**src/rtl/seg_pkg.sv**
```systemverilog
`default_nettype none
// ============================================================================
// Module  : seg_pkg
// Purpose : Shared constants, FSM state type and nibble-select helper for the
//           seven-segment scan controller.
// Revision: 1.0 - initial release
// ============================================================================
package seg_pkg;

    localparam int NUM_DIGITS      = 4;
    localparam int DIG_W           = 2;
    localparam int NIB_W           = 4;
    localparam int DEF_REFRESH_DIV = 100000;
    localparam int DEF_BLANK_CYC   = 1000;

    typedef enum logic [0:0] {
        IDLE = 1'b0,
        SCAN = 1'b1
    } state_t;

    // Digit 0 is the leftmost (most significant) nibble.
    function automatic logic [NIB_W-1:0] nib_sel(
        input logic [NUM_DIGITS*NIB_W-1:0] d,
        input logic [DIG_W-1:0]            k
    );
        logic [NIB_W-1:0] r;
        r = '0;
        for (int i = 0; i < NUM_DIGITS; i++) begin
            if (k == DIG_W'(i)) begin
                r = d[(NUM_DIGITS-1-i)*NIB_W +: NIB_W];
            end
        end
        return r;
    endfunction

endpackage
`default_nettype wire

```
**src/rtl/seg_tick_gen.sv**
```systemverilog
`default_nettype none
// ============================================================================
// Module  : seg_tick_gen
// Purpose : Per-digit slot counter; flags the last cycle of a slot and whether
//           the upcoming cycle falls inside the anti-ghost blank window.
// Revision: 1.0 - initial release
// ============================================================================
module seg_tick_gen
    import seg_pkg::*;
#(
    parameter int REFRESH_DIV = DEF_REFRESH_DIV,
    parameter int BLANK_CYC   = DEF_BLANK_CYC
) (
    input  logic clk,
    input  logic rst,
    input  logic run_i,
    output logic slot_wrap_o,
    output logic blank_active_o
);

    localparam int c_CNT_W = $clog2(REFRESH_DIV);

    logic [c_CNT_W-1:0] cnt_q;
    logic [c_CNT_W-1:0] cnt_d;

    assign slot_wrap_o = run_i && (cnt_q == c_CNT_W'(REFRESH_DIV - 1));

    always_comb begin
        cnt_d = '0;
        if (run_i && !slot_wrap_o) begin
            cnt_d = cnt_q + c_CNT_W'(1);
        end
    end

    // Looks at the next count so the registered enable lines up with it.
    assign blank_active_o = (cnt_d < c_CNT_W'(BLANK_CYC));

    always_ff @(posedge clk or posedge rst) begin
        if (rst) begin
            cnt_q <= '0;
        end else begin
            cnt_q <= cnt_d;
        end
    end

endmodule
`default_nettype wire

```
**src/rtl/seg_scan_ctrl.sv**
```systemverilog
`default_nettype none
// ============================================================================
// Module  : seg_scan_ctrl
// Purpose : Four-digit multiplexed display scanner with tear-free value update.
//           Define SEG_LZB_EN to enable leading-zero blanking.
// Revision: 1.0 - initial release
// ============================================================================
module seg_scan_ctrl
    import seg_pkg::*;
#(
    parameter int REFRESH_DIV = DEF_REFRESH_DIV,
    parameter int BLANK_CYC   = DEF_BLANK_CYC
) (
    input  logic                        clk,
    input  logic                        rst,
    input  logic                        en_i,
    input  logic [NUM_DIGITS*NIB_W-1:0] value_i,
    input  logic                        load_i,
    output logic [NIB_W-1:0]            x_o,
    output logic [DIG_W-1:0]            dig_o,
    output logic                        seg_en_o,
    output logic                        pending_o,
    output logic                        load_ack_o
);

    localparam logic [DIG_W-1:0] c_LAST_DIG = DIG_W'(NUM_DIGITS - 1);

    state_t                      state_q, state_d;
    logic [DIG_W-1:0]            dig_q, dig_d;
    logic [NUM_DIGITS*NIB_W-1:0] disp_q, disp_d;
    logic [NUM_DIGITS*NIB_W-1:0] shadow_q, shadow_d;
    logic                        pending_q, pending_d;
    logic                        load_ack_q, load_ack_d;
    logic [NIB_W-1:0]            x_q, x_d;
    logic                        seg_en_q, seg_en_d;

    logic run;
    logic slot_wrap;
    logic blank_active;
    logic apply;

    assign run = (state_q == SCAN) && en_i;

    seg_tick_gen #(
        .REFRESH_DIV (REFRESH_DIV),
        .BLANK_CYC   (BLANK_CYC)
    ) u_tick (
        .clk            (clk),
        .rst            (rst),
        .run_i          (run),
        .slot_wrap_o    (slot_wrap),
        .blank_active_o (blank_active)
    );

    always_comb begin
        state_d    = en_i ? SCAN : IDLE;
        dig_d      = '0;
        disp_d     = disp_q;
        shadow_d   = shadow_q;
        pending_d  = pending_q;
        load_ack_d = 1'b0;

        if (run) begin
            dig_d = slot_wrap ? dig_q + DIG_W'(1) : dig_q;
        end

        // Holding off while load_ack is high keeps the ack a single pulse
        // when a new capture lands on the apply cycle.
        apply = pending_q && !load_ack_q &&
                ((state_q == IDLE) || (slot_wrap && (dig_q == c_LAST_DIG)));

        if (apply) begin
            disp_d     = shadow_q;
            pending_d  = 1'b0;
            load_ack_d = 1'b1;
        end
        if (load_i) begin
            shadow_d  = value_i;
            pending_d = 1'b1;
        end

        x_d = nib_sel(disp_d, dig_d);
    end

`ifdef SEG_LZB_EN
    logic lzb_blank;

    always_comb begin
        lzb_blank = 1'b0;
        for (int i = 0; i < NUM_DIGITS - 1; i++) begin
            if (dig_d == DIG_W'(i)) begin
                lzb_blank = ((disp_d >> ((NUM_DIGITS - 1 - i) * NIB_W)) == '0);
            end
        end
    end

    assign seg_en_d = (state_d == SCAN) && !blank_active && !lzb_blank;
`else
    assign seg_en_d = (state_d == SCAN) && !blank_active;
`endif

    always_ff @(posedge clk or posedge rst) begin
        if (rst) begin
            state_q    <= IDLE;
            dig_q      <= '0;
            disp_q     <= '0;
            shadow_q   <= '0;
            pending_q  <= 1'b0;
            load_ack_q <= 1'b0;
            x_q        <= '0;
            seg_en_q   <= 1'b0;
        end else begin
            state_q    <= state_d;
            dig_q      <= dig_d;
            disp_q     <= disp_d;
            shadow_q   <= shadow_d;
            pending_q  <= pending_d;
            load_ack_q <= load_ack_d;
            x_q        <= x_d;
            seg_en_q   <= seg_en_d;
        end
    end

    assign x_o        = x_q;
    assign dig_o      = dig_q;
    assign seg_en_o   = seg_en_q;
    assign pending_o  = pending_q;
    assign load_ack_o = load_ack_q;

endmodule
`default_nettype wire

```
**config.mk**
```make
export PLATFORM = sky130hd
export DESIGN_NAME = seg_scan_ctrl
export DESIGN_NICKNAME = d
export VERILOG_FILES = /design/src/rtl/seg_pkg.sv /design/src/rtl/seg_tick_gen.sv /design/src/rtl/seg_scan_ctrl.sv
export SDC_FILE = /design/constraint.sdc
export NUM_CORES = 1
export LEC_CHECK = 0
export ABC_AREA = 1
export CAP_MARGIN = 20
export CORE_MARGIN = 3
export CORE_UTILIZATION = 55
export CTS_CLUSTER_SIZE = 16
export DETAILED_ROUTE_END_ITERATION = 10
export DONT_BUFFER_PORTS = 1
export GPL_ROUTABILITY_DRIVEN = 1
export PLACE_DENSITY = 0.79
export SYNTH_ARGS = -nofsm -noshare
export SYNTH_HDL_FRONTEND = slang
export SYNTH_SLANG_ARGS = --single-unit
```
**constraint.sdc**
```tcl
create_clock -name clk -period 4.7 [get_ports clk]
set_clock_uncertainty 0.05 [all_clocks]
set_input_delay 0.94 -clock clk [delete_from_list [all_inputs] [get_ports clk]]
set_output_delay 0.94 -clock clk [all_outputs]
set_load 0.02 [all_outputs]
```
---- Yosys cells after proc, flatten, opt, wreduce, memory -nomap -nowiden ----
Cells that the tools add are included.
word-level totals
  bits of input ports ..................... 20
  output and inout port bits .............. 9
  register bits ........................... 59
cells by class
  bitwise logic cells ..................... 1
  order comparisons ....................... 1
  equal/unequal tests ..................... 5
  mux-type cells .......................... 12
  reductions and logical operators ........ 13
  $add $sub $neg .......................... 2
operators by type and width
  cell                                                           count
  adder 17 x 1 -> 17 bit (second input constant)                 1
  == test 17 bit (second input constant)                         1
  less-than comparator 17 x 10 -> 1 bit (second input constant)  1
  2-to-1 mux 17 bit                                              1
  2-to-1 mux 16 bit                                              1
  2-to-1 mux 4 bit                                               4
  logical AND 1 bit                                              7
  == test 2 bit (second input constant)                          3
  2-to-1 mux 1 bit                                               4
  2-to-1 mux 2 bit                                               2
  zero test 1 bit                                                3
  adder 2 x 1 -> 2 bit (second input constant)                   1
  == test 2 x 1 -> 1 bit (second input constant)                 1
  zero test 2 bit                                                1
  nonzero test 2 bit                                             1
  logical OR 1 bit                                               1
  NOT 1 bit                                                      1

---- Depth between registers and ports, before layout ----
Gate-level depths: netlist of the first run.
  depth in word-level cells ............... 10
  gate-level depth with buffers ........... 13
  gate-level depth less buffers ........... 13

---- Hierarchy ----
A second synthesis of the first run with hierarchy kept.
unflattened totals
  cells, all modules ...................... 350
  area, all modules ....................... 2890.3 µm²
by module, submodules not included
  module         cells each  instances  area each (µm²)  sequential area each (µm²)
  seg_scan_ctrl  192         1          1775.5           1051.0
  seg_tick_gen   158         1          1114.8           425.4

---- Worst setup path after synthesis of the first run ----
No wires, ideal clock.
  path kind ............................... input-to-reg
  start point ............................. in en_i
  end point ............................... reg x_q[1], in the netlist x_o[1]
  setup slack ............................. 2.730 ns
  stages on the path ...................... 8
  arrival time ............................ 1.790 ns
  cell sequence ........................... nand2_1 > inv_1 > nand4_2 > nand2_4 > buf_6 > nand3_1 > nand3_1 > nand4_1
on the way
  longest elaborated chain between the ends .. 10
ends and longest elaborated chain
  element                        line                  source
  from (decl)                    seg_scan_ctrl.sv:16   input logic en_i,
  logical AND 1 bit *            seg_scan_ctrl.sv:42   assign run = (state_q == SCAN) && en_i;
  logical AND 1 bit              seg_tick_gen.sv:26    assign slot_wrap_o = run_i && (cnt_q == c_CNT_W'(REFRESH_DIV - 1));
  logical AND 1 bit              seg_scan_ctrl.sv:70   ((state_q == IDLE) || (slot_wrap && (dig_q == c_LAST_DIG)));
  logical OR 1 bit               seg_scan_ctrl.sv:70
  logical AND 1 bit              seg_scan_ctrl.sv:69   apply = pending_q && !load_ack_q &&
  2-to-1 mux 16 bit              seg_scan_ctrl.sv:72   if (apply) begin
  2-to-1 mux 4 bit (3 in a row)  seg_pkg.sv:29         if (k == DIG_W'(i)) begin
  2-to-1 mux 4 bit *             seg_pkg.sv:29
  via x_d[1]                     seg_scan_ctrl.sv:34   logic [NIB_W-1:0] x_q, x_d;
  to (signal assigned)           seg_scan_ctrl.sv:110  x_q <= '0;
  to (signal assigned)           seg_scan_ctrl.sv:119  x_q <= x_d;
  to (decl)                      seg_scan_ctrl.sv:34
The timed path passes the listed nets; every way through them passes the cells marked *.
A chain may end at the register's enable or synchronous reset.

---- Worst setup path after layout of the first run ----
  start point ............................. reg u_tick.cnt_q[0]
  end point ............................... reg x_q[1], in the netlist x_o[1]
on the way
  longest elaborated chain between the ends .. 10
ends and longest elaborated chain
  element                        line                 source
  from (decl)                    seg_tick_gen.sv:23   logic [c_CNT_W-1:0] cnt_q;
  from (signal assigned)         seg_tick_gen.sv:42   cnt_q <= cnt_d;
  == test 17 bit *               seg_tick_gen.sv:26
  logical AND 1 bit *            seg_tick_gen.sv:26
  logical AND 1 bit              seg_scan_ctrl.sv:70
  logical OR 1 bit               seg_scan_ctrl.sv:70
  logical AND 1 bit              seg_scan_ctrl.sv:69
  2-to-1 mux 16 bit              seg_scan_ctrl.sv:72
  2-to-1 mux 4 bit (3 in a row)  seg_pkg.sv:29
  2-to-1 mux 4 bit *             seg_pkg.sv:29
  via x_d[1]                     seg_scan_ctrl.sv:34
Marks and branches as above.

==> summary.txt, run 1 <==
clk_lat worst skew: 0.33 ns
Flop pwr share: 0.514
fin. max-slew vios: 0
Yosys top cell area share: 0.5038
crit-path leading delay family: simple AND/OR/NAND/NOR gates
FFs w/ async S/R, synth: 1.000
Via density: 5.199
Seq cells post-synth: 59
fmax: 0.4988 GHz
Root Driver: clkbuf_8
H-tree depth: 3
dpl cells: 423
Top FF cell, synth: dfrtp_1
Area Overhead vs Synth: 7.643%
Logic pwr share: 0.109
status: complete, no violations
first-pass GRT wire length: 9887 um
clock net sink count: 59
Reg area: 1476 um^2
Hold Slack: 0.4152 ns
sequential-to-total area share from yosys stat: 0.5038
Max stage delay on crit path: 0.39 ns
Area contributors post-synth: dfrtp_1, nand2_1, inv_1
Mapped Nets: 384
HPWL Detailed: 4090 um
Site Rows: 25
Net Sw Frac: 0.2561
Sum Neg Setup Slack: 0 ns
Tot Pwr: 1.154 mW
P per Cell Area: 366.0 nW/um^2
Yosys Warn Count: 0
Critical Path Source Type: flip-flop
setup bufs post-CTS: 0
first-pass iteration count of the detailed router: 5
RD Place Congestion: 0.9090
CP max-delay cell: dfrtp_1
vias in the first global route: 2,139
Worst slew margin: 0.5205
CP most frequent cell: nand2_1
actual slew at the worst max-slew pin: 0.7193 ns
most frequent cells in the layout: nand2_1, dfrtp_1, inv_1
DR vias: 2,272
Post-CTS Hold Buffers: 0
capturing element type of the critical path: flip-flop
most common cell after layout, fill and taps aside: nand2_1
Hold Path Class: reg -> reg
Antenna diodes: 0
Distinct cells, synth: 27
aggregate global-route resource usage: 0.2070
Nets: 389
core area: 4942 um^2
total wire length: 5794 um
# port buffers: 0
PnR worst setup slack: 2.695 ns
Starting Density: 0.5929
Final ANT Viol Nets: 0
post-synth top area cell: dfrtp_1
remaining global-route overflow: 0
Avg Cell Area, Syn: 8.095 um^2
synthesized instance count: 362
fin cells: 437
Max-cap violations: 0
pre-CTS WS: 2.525 ns
Clock Power Share: 0.378
CP Cell Sequence: ha_1 -> nand2_1 -> inv_1 -> nand2_2 -> inv_2 -> nand3_2 -> nand2_4 -> nand2_1 -> nand2_1 -> nor2_1 -> nand3_1 -> nand4_1
CTS tree: built
DRC: 0
crit path DAT: 2.22 ns
final-report hold violation count: 0
Pleak: 1.610 nW
fill cell count: 425
Worst EP required: 4.91 ns
wire length per cell: 13.26 um
number of antenna violations at the first check in global routing: 0
Die ar.: 6239 um^2
Clock Tree Buf Depth: 2
CTS clk-pin slew, worst paths: 0.06 ns
die outline width: 78.99 um
Internal Pwr Total: 0.8587 mW
1st-iter DRT viols: 144
RSZ-0062 raised after global routing: false
share of layout cells above drive strength 1: 0.1000
VDD IR max: 0.2264 mV
Final min period: 2.005 ns
Synth Cell Area: 2930 um^2
WP buf/inv: 2
EDFF count, synth: 0
largest net degree at the start of global routing: 60
Top Ports: 29
Die Y: 78.99 um
# resized after CTS: 0
final setup vio count: 0
period utilization: 0.4266
Setup Crit Path Kind: reg -> reg
Switching Power: 0.2957 mW
area of the multi-input gates: 1161 um^2
cts bufs inserted: 9
Max FO, Critical Path: 16
[power groups by stage]
stage	Sequential [mW]	Combinational, mW	Clock (mW)
2_1_floorplan	0.597	0.105	0
3_3_place_gp	0.601	0.120	0
3_5_place_dp	0.603	0.124	0
4_1_cts	0.594	0.125	0.443
5_1_grt	0.598	0.146	0.471
6_report	0.593	0.126	0.436
[path summary, 6_finish.rpt]
check	startpoint	endpoint	slack [ns]	cells after the start
min in group asynchronous	rst	u_tick.cnt_q[10]	0.64	2
worst min-delay path	u_tick.cnt_q[0]	u_tick.cnt_q[0]	0.42	1
max in group asynchronous	rst	u_tick.cnt_q[12]	3.49	2
worst min register to register	u_tick.cnt_q[0]	u_tick.cnt_q[0]	0.42	1
worst max-delay path	u_tick.cnt_q[0]	x_o[1]	2.70	12
worst max register to register	u_tick.cnt_q[0]	x_o[1]	2.70	12
[worst reg2reg max path, stage by stage (launching register included)]
cell	delay (ns)
dfrtp_1	0.39
ha_1	0.22
nand2_1	0.10
inv_1	0.07
nand2_2	0.10
inv_2	0.07
nand3_2	0.12
nand2_4	0.14
nand2_1	0.09
nand2_1	0.07
nor2_1	0.28
nand3_1	0.14
nand4_1	0.12
[registers in the layout (all words and copies together), names as in the netlist]
register and flops:
x_o 4, shadow_q 16, seg_en_o 1, state_q 1, load_ack_o 1, u_tick.cnt_q 17
pending_o 1, dig_o 2, disp_q 16
[cell type report]
cell class                      instances  area share
Timing Repair Buffer                    1    0.002380
Clock buffer                           11     0.04482
Inverter                               65     0.07735
Sequential cell                        59      0.4681
Clock inverter                          3     0.01269
Tap cell                               67     0.02658
Multi-Input combinational cell        231      0.3681
[logic make-up after synthesis]
group	count (synthesis)	synth area share
AND/OR/NAND/NOR	200	0.3301
buffers and inverters	72	0.09991
flip-flops	59	0.5038
AO/OA/AOI/OAI	24	0.04270
XOR/XNOR	5	0.01494
adder cells (fa/ha/maj)	2	0.008538
[cells in the mapped netlist (4+ instances only)]
library cell,n
inv_1,59
and2_1,16
dfrtp_1,59
xor2_1,5
nand4_1,10
nor2_2,6
clkbuf_1,4
inv_2,5
o21ai_0,19
nand3_1,44
nand2_1,75
nor2_1,32
[per-stage QoR]
| stage | cell area, um^2 | util |
|---|---|---|
| floorplan | 2930 | - |
| global placement | 2973 | 0.6015 |
| detailed placement | 2973 | 0.6015 |
| CTS | 3154 | 0.6382 |
| global route | 3154 | 0.6382 |
| finish | 3154 | 0.6382 |
[per-layer routing]
metal,share of wire,global-route usage,up-vias
met1,0.48,0.2963,1048
met4,0.025,0.1014,0
met3,0.068,0.05442,15
li1,-,-,1139
met5,0,0,-
met2,0.42,0.2904,70
(Power assumes the default switching activity.)
==> run 2: changes to the inputs <==
- clock period: 4.7 -> 2 ns (I/O delays scaled with it)
==> run 2 against run 1 <==
Sequential power increased by 140%. Combinational power up 150%. Utilization grew 2.4 points. Die area stayed put. Non-clock buffer count up 5. Register-to-register slack got worse by 2.6 ns. Count of clock-buffer cells in the layout shrank 2. Wire length increased by 4.5%. Clock power grew 150%.
==> summary.txt, run 2 (synthesis gave the netlist of run 1 again) <==
Largest regs: u_tick.cnt_q x17, disp_q x16, shadow_q x16
Via density: 5.119 (-1.5%)
RD Place Congestion: 0.8818 (-3.0%)
Top Ports: 29 (unchanged)
remaining global-route overflow: 0 (unchanged)
clk_lat worst skew: 0.34 ns (about the same)
Pleak: 1.653 nW (+2.7%)
clock net sink count: 59 (unchanged)
Tot Pwr: 2.788 mW (+140%)
number of antenna violations at the first check in global routing: 0 (unchanged)
Final ANT Viol Nets: 0 (unchanged)
max reg flops: 17 (unchanged)
met3 WL: 398 um (+0.51%)
aggregate global-route resource usage: 0.2093 (+0.002285)
period utilization: 0.9419 (+0.5153)
VDD IR max: 0.6673 mV (+190%)
Die Y: 78.99 um (unchanged)
wire length per cell: 13.61 um (+2.6%)
core area: 4942 um^2 (unchanged)
Site Rows: 25 (unchanged)
die outline width: 78.99 um (unchanged)
Area Overhead vs Synth: 11.66%
Clock Tree Buf Depth: 2 (unchanged)
crit path DAT: 2.11 ns (-0.11 ns)
final-report hold violation count: 0 (unchanged)
Starting Density: 0.5929 (unchanged)
PnR worst setup slack: 0.1162 ns (-2.579 ns)
DR vias: 2,278 (+0.26%)
Final min period: 1.884 ns (-0.1211 ns)
Nets: 395 (+1.5%)
Switching Power: 0.7702 mW (+160%)
1st-iter DRT viols: 182 (+26%)
cts bufs inserted: 9 (unchanged)
Antenna diodes: 0 (unchanged)
Flop pwr share: 0.501 (-0.013)
CTS tree: built
CTS clk-pin slew, worst paths: 0.07 ns (about the same)
top layer in use: met4
met1 WL: 2839 um (+1.8%)
DRC: 0 (unchanged)
Logic pwr share: 0.112 (+0.003)
Die ar.: 6239 um^2 (unchanged)
Max FO, Critical Path: 11 (-5)
Biggest register: u_tick.cnt_q
HPWL Detailed: 4304 um (+5.2%)
actual slew at the worst max-slew pin: 0.3917 ns (-0.3277 ns)
first-pass iteration count of the detailed router: 6 (+1)
fin. max-slew vios: 0 (unchanged)
P per Cell Area: 852.2 nW/um^2 (+130%)
# port buffers: 0 (unchanged)
Worst EP required: 2.22 ns (-2.69 ns)
pre-CTS WS: 0.04865 ns (-2.476 ns)
Critical Path Source Type: flip-flop
share of layout cells above drive strength 1: 0.1323 (+0.03228)
capturing element type of the critical path: flip-flop
fmax: 0.5309 GHz (+6.4%)
vias in the first global route: 2,153 (+0.65%)
Worst slew margin: 0.7386 (+0.2181)
largest net degree at the start of global routing: 60 (unchanged)
fill cell count: 426 (+0.24%)
Setup Crit Path Kind: reg -> reg
most common cell after layout, fill and taps aside: nand2_1
worst hold path depth: 0 (-1)
Hold Path Class: in -> reg
Clock Power Share: 0.387 (+0.009)
Root Driver: clkbuf_8
Max-cap violations: 0 (unchanged)
Net Sw Frac: 0.2762 (+0.02006)
H-tree depth: 3 (unchanged)
first-pass GRT wire length: 9894 um (about the same)
status: complete, no violations
final setup vio count: 0 (unchanged)
most frequent cells in the layout: nand2_1, dfrtp_1, inv_1
met2 wire length: 2763 um (+12%)
Internal Pwr Total: 2.018 mW (+140%)
Reg2Reg Depth: 10 (-2)
fin util: 0.6620 (+0.02380)
RSZ-0062 raised after global routing: true
total wire length: 6055 um (+4.5%)
==> run 2: layout make-up <==
type | count | area, um^2 | area share
flip-flops and latches | 59 | 1476 | 0.4512
multi-input cells | 232 | 1206 | 0.3686
inverters | 65 | 244.0 | 0.07457
clock buffers | 9 | 123.9 | 0.03786
well taps | 67 | 83.83 | 0.02562
clock inverters | 7 | 77.57 | 0.02371
repair buffers | 6 | 60.06 | 0.01836
==> run 2: critical path, cell delays in order (launching register included) <==
cell and delay, ns:
dfrtp_1 0.40, ha_1 0.22, nand2_1 0.10, inv_1 0.07
nand2_2 0.08, inv_2 0.07, nand3_4 0.12, nand2_8 0.09
nor3b_1 0.29, nand4_1 0.21, nand3_1 0.10
==> run 2: stage by stage <==
stage / area (um^2) / setup TNS [ns] / std cells / hold WS (ns)
final: 3272 / 0 / 445 / 0.03960
after detailed placement: 3008 / 0 / 426 / 0.3171
after floorplan: 2930 / 0 / 362 / 0.3797
after CTS: 3219 / 0 / 443 / 0.01778
after global routing: 3272 / -0.03671 / 445 / 0.01721
after global placement: 3008 / 0 / 426 / 0.3162
==> run 2: worst paths after layout <==
kind                            startpoint         endpoint  slack [ns]
min                                   en_i          state_q        0.04
max in group asynchronous              rst         seg_en_o        1.13
max                        u_tick.cnt_q[0]         seg_en_o        0.12
min reg2reg                u_tick.cnt_q[0]  u_tick.cnt_q[0]        0.43
min in group asynchronous              rst  u_tick.cnt_q[0]        0.52
max reg2reg                u_tick.cnt_q[0]         seg_en_o        0.12
==> run 2: routing by layer <==
metal,vias up,track usage
li1,1153,-
met1,1045,0.2919
met2,74,0.3030
met3,6,0.07143
met4,0,0.07560
met5,-,0
==> run 2: repair_timing <==
action	CTS	global route
setup buffers	0	1
endpoints found under the hold margin	59	0
gates resized for setup	0	8
endpoints found under the setup margin	0	5
hold buffers	1	0
==> run 2: power by group through the flow <==
stage	Sequential [mW]	Combinational, mW	Clock, mW
finish	1.40	0.313	1.08
global route	1.41	0.359	1.17
CTS	1.40	0.307	1.11
detailed placement	1.42	0.304	0
global placement	1.41	0.294	0
floorplan	1.40	0.247	0
==> run 3: changes to the inputs <==
- CTS_CLUSTER_SIZE: 16 -> 20
- SYNTH_HIERARCHICAL: not set -> 1
==> run 3 against run 2 <==
Critical path depth increased by 3. Register-to-register slack got worse by 0.03 ns. Sequential cell count unchanged. Cell count decreased by 0.90%. Area after synthesis decreased by 1.4%. Highest routed layer unchanged.
==> summary.txt, run 3 <==
status: complete, no violations
final-report hold violation count: 0 (unchanged)
CP max-delay cell: dfrtp_1
max reg flops: 17 (unchanged)
clk_lat worst skew: 0.35 ns (about the same)
RR Endpoint: seg_en_o
WP buf/inv: 1 (-1)
wire length per cell: 13.48 um (-0.91%)
post-synth top area cell: dfrtp_1
Avg Cell Area, Syn: 8.258 um^2 (+2.0%)
Distinct cells, synth: 27 (unchanged)
Top Ports: 29 (unchanged)
Crit path depth: 13 (+3)
Pleak: 1.540 nW (-6.9%)
vias in the first global route: 2,054 (-4.6%)
capturing element type of the critical path: flip-flop
P per Cell Area: 817.0 nW/um^2 (-4.1%)
Mapped Nets: 372 (-3.1%)
Yosys top cell area share: 0.5108 (+0.006980)
H-tree depth: 3 (unchanged)
VDD IR max: 0.6173 mV (-7.5%)
# port buffers: 0 (unchanged)
area of the multi-input gates: 1296 um^2 (+7.5%)
Via density: 5.082 (-0.73%)
total wire length: 5946 um (-1.8%)
final instance area: 3292 um^2 (+0.61%)
core area: 4911 um^2 (-0.63%)
actual slew at the worst max-slew pin: 0.6788 ns (+0.2871 ns)
Nets: 391 (-1.0%)
Hold Slack: 0.01096 ns (-0.02864 ns)
Area contributors post-synth: dfrtp_1, nand2_1, nor2_1
first-pass iteration count of the detailed router: 4 (-2)
Worst EP required: 2.19 ns (-0.03 ns)
Biggest register: u_tick/cnt_q
Register-to-Register Setup Slack: 0.08 ns (-0.03 ns)
worst setup path start: u_tick/cnt_q[1]
fin util: 0.6703 (+0.008293)
Switching Power: 0.8092 mW (+5.1%)
cts bufs inserted: 9 (unchanged)
fin. max-slew vios: 0 (unchanged)
RD Place Congestion: 0.8976 (+1.8%)
DR vias: 2,241 (-1.6%)
Tot Pwr: 2.690 mW (-3.5%)
Max-cap violations: 0 (unchanged)
Final ANT Viol Nets: 0 (unchanged)
Critical Path Source Type: flip-flop
crit-path leading delay family: simple AND/OR/NAND/NOR gates
Area Overhead vs Synth: 13.90%
Logic pwr share: 0.103 (-0.009)
share of layout cells above drive strength 1: 0.2433 (+0.1110)
Synth Cell Area: 2890 um^2 (-1.4%)
most frequent cells in the layout: nand2_1, dfrtp_1, nor2_1
CTS clk-pin slew, worst paths: 0.08 ns (about the same)
end point of the critical path: seg_en_o
Clock Tree Buf Depth: 2 (unchanged)
Antenna diodes: 0 (unchanged)
Net Sw Frac: 0.3009 (+0.02466)
FFs w/ async S/R, synth: 1.000 (unchanged)
remaining global-route overflow: 0 (unchanged)
fill cell count: 412 (-3.3%)
dpl cells: 421 (-1.2%)
Max FO, Critical Path: 4 (-7)
Seq cells post-synth: 59 (unchanged)
Root Driver: clkbuf_8
largest net degree at the start of global routing: 43 (-28%)
most common library cells after synthesis: nand2_1, dfrtp_1, nor2_1
die outline width: 78.49 um (-0.63%)
Hold Path Class: in -> async
Largest regs: u_tick/cnt_q x17, disp_q x16, shadow_q x16
Clock Power Share: 0.376 (-0.011)
DRC: 0 (unchanged)
EDFF count, synth: 0 (unchanged)
most frequent cell after synthesis: nand2_1
Flop pwr share: 0.521 (+0.020)
Internal Pwr Total: 1.880 mW (-6.8%)
sequential-to-total area share from yosys stat: 0.5108 (+0.006980)
Setup Crit Path Kind: reg -> reg
Die Y: 78.49 um (-0.63%)
Starting Density: 0.5885 (-0.004376)
Reg area: 1476 um^2 (unchanged)
R2R Path Start: u_tick/cnt_q[1]
aggregate global-route resource usage: 0.2081 (-0.001150)
CTS tree: built
Max stage delay on crit path: 0.38 ns (-0.02 ns)
crit path DAT: 2.10 ns (about the same)
fin cells: 441 (-0.90%)
1st-iter DRT viols: 209 (+15%)
Post-DP Area: 3010 um^2 (about the same)
Top FF cell, synth: dfrtp_1
most common cell after layout, fill and taps aside: nand2_1
CP Cell Sequence: ha_2 -> nand2_2 -> nor2_4 -> buf_4 -> nand2_2 -> nor3_2 -> nor2_1 -> nand2_1 -> nand2_1 -> nor2_1 -> nand2_1 -> nor2_2 -> nor2_1
Worst slew margin: 0.5470 (-0.1916)
Yosys Warn Count: 6 (+6)
period utilization: 0.9580 (+0.01607)
final setup vio count: 0 (unchanged)
Reg2Reg Depth: 13 (+3)
synthesized instance count: 350 (-3.3%)
fmax: 0.5219 GHz (-1.7%)
Site Rows: 25 (unchanged)
HPWL Detailed: 4185 um (-2.8%)
RSZ-0062 raised after global routing: true
first-pass GRT wire length: 9687 um (-2.1%)
clock net sink count: 59 (unchanged)
Final min period: 1.916 ns (+0.03214 ns)
Die ar.: 6161 um^2 (-1.3%)
number of antenna violations at the first check in global routing: 0 (unchanged)
-- run 3: changes by cell type in the layout (fill, tap and decap cells not counted), moves of 7 or more --
| cell | before | now |
|---|---|---|
| nand2_1 | 75 | 103 |
| inv_1 | 57 | 31 |
| nand3_1 | 44 | 21 |
| nand2_2 | 3 | 25 |
| and2_1 | 16 | 0 |
| o21ai_0 | 19 | 8 |
| buf_4 | 4 | 13 |
| nor2_1 | 30 | 37 |
-- run 3: worst min-delay path by stage --
stage / to / startpoint / depth (start not counted)
3_3_place_gp: u_tick/cnt_q[0] / rst / 1
6_report: disp_q[1] / rst / 2
4_1_cts: disp_q[1] / rst / 2
5_1_grt: state_q / en_i / 0
3_5_place_dp: u_tick/cnt_q[0] / rst / 1
2_1_floorplan: u_tick/cnt_q[0] / rst / 1
-- run 3: per-stage QoR --
step	setup WS, ns	TNS, ns
after floorplan	0.1130	0
after global placement	0.07163	0
after detailed placement	0.01593	0
after CTS	0.005906	0
after global routing	-0.1216	-0.4484
final	0.08409	0
-- run 3: layout make-up --
cell class                      instances  share of cell area
Inverter                               34             0.03915
Clock inverter                          7             0.01824
Multi-Input combinational cell        250              0.3938
Clock buffer                            9             0.03763
Sequential cell                        59              0.4485
Tap cell                               67             0.02547
Timing Repair Buffer                   15             0.03725
-- run 3: cells by family (layout without fill, tap and decap cells) --
group,Yosys count,in the layout,share of synthesized area
flops,59,59,0.5108
simple gates,224,225,0.3658
fa+ha+maj,2,2,0.008657
compound gates,17,17,0.03333
xor+xnor,6,6,0.01818
buf+inv,42,65,0.06320
-- run 3: metal layers --
layer	GRT usage	up-vias	routed length (um)
li1	-	1127	-
met2	0.3014	59	2666
met4	0.06818	0	56
met5	0	-	0
met1	0.2825	1050	2838
met3	0.08830	5	384
-- run 3: repair_timing --
| action | 4_1_cts | 5_1_grt |
|---|---|---|
| hold endpoints to repair | 4 | 0 |
| gates resized for setup | 0 | 17 |
| hold buffers | 1 | 0 |
| setup endpoints to repair | 0 | 14 |
| buffers inserted | 0 | 2 |
-- run 3: power by group through the flow --
stage / clock [mW] / combinational [mW] / sequential (mW)
after floorplan: 0 / 0.222 / 1.41
after global placement: 0 / 0.251 / 1.42
after detailed placement: 0 / 0.260 / 1.42
after CTS: 1.03 / 0.262 / 1.40
after global routing: 1.10 / 0.320 / 1.41
final: 1.01 / 0.277 / 1.40
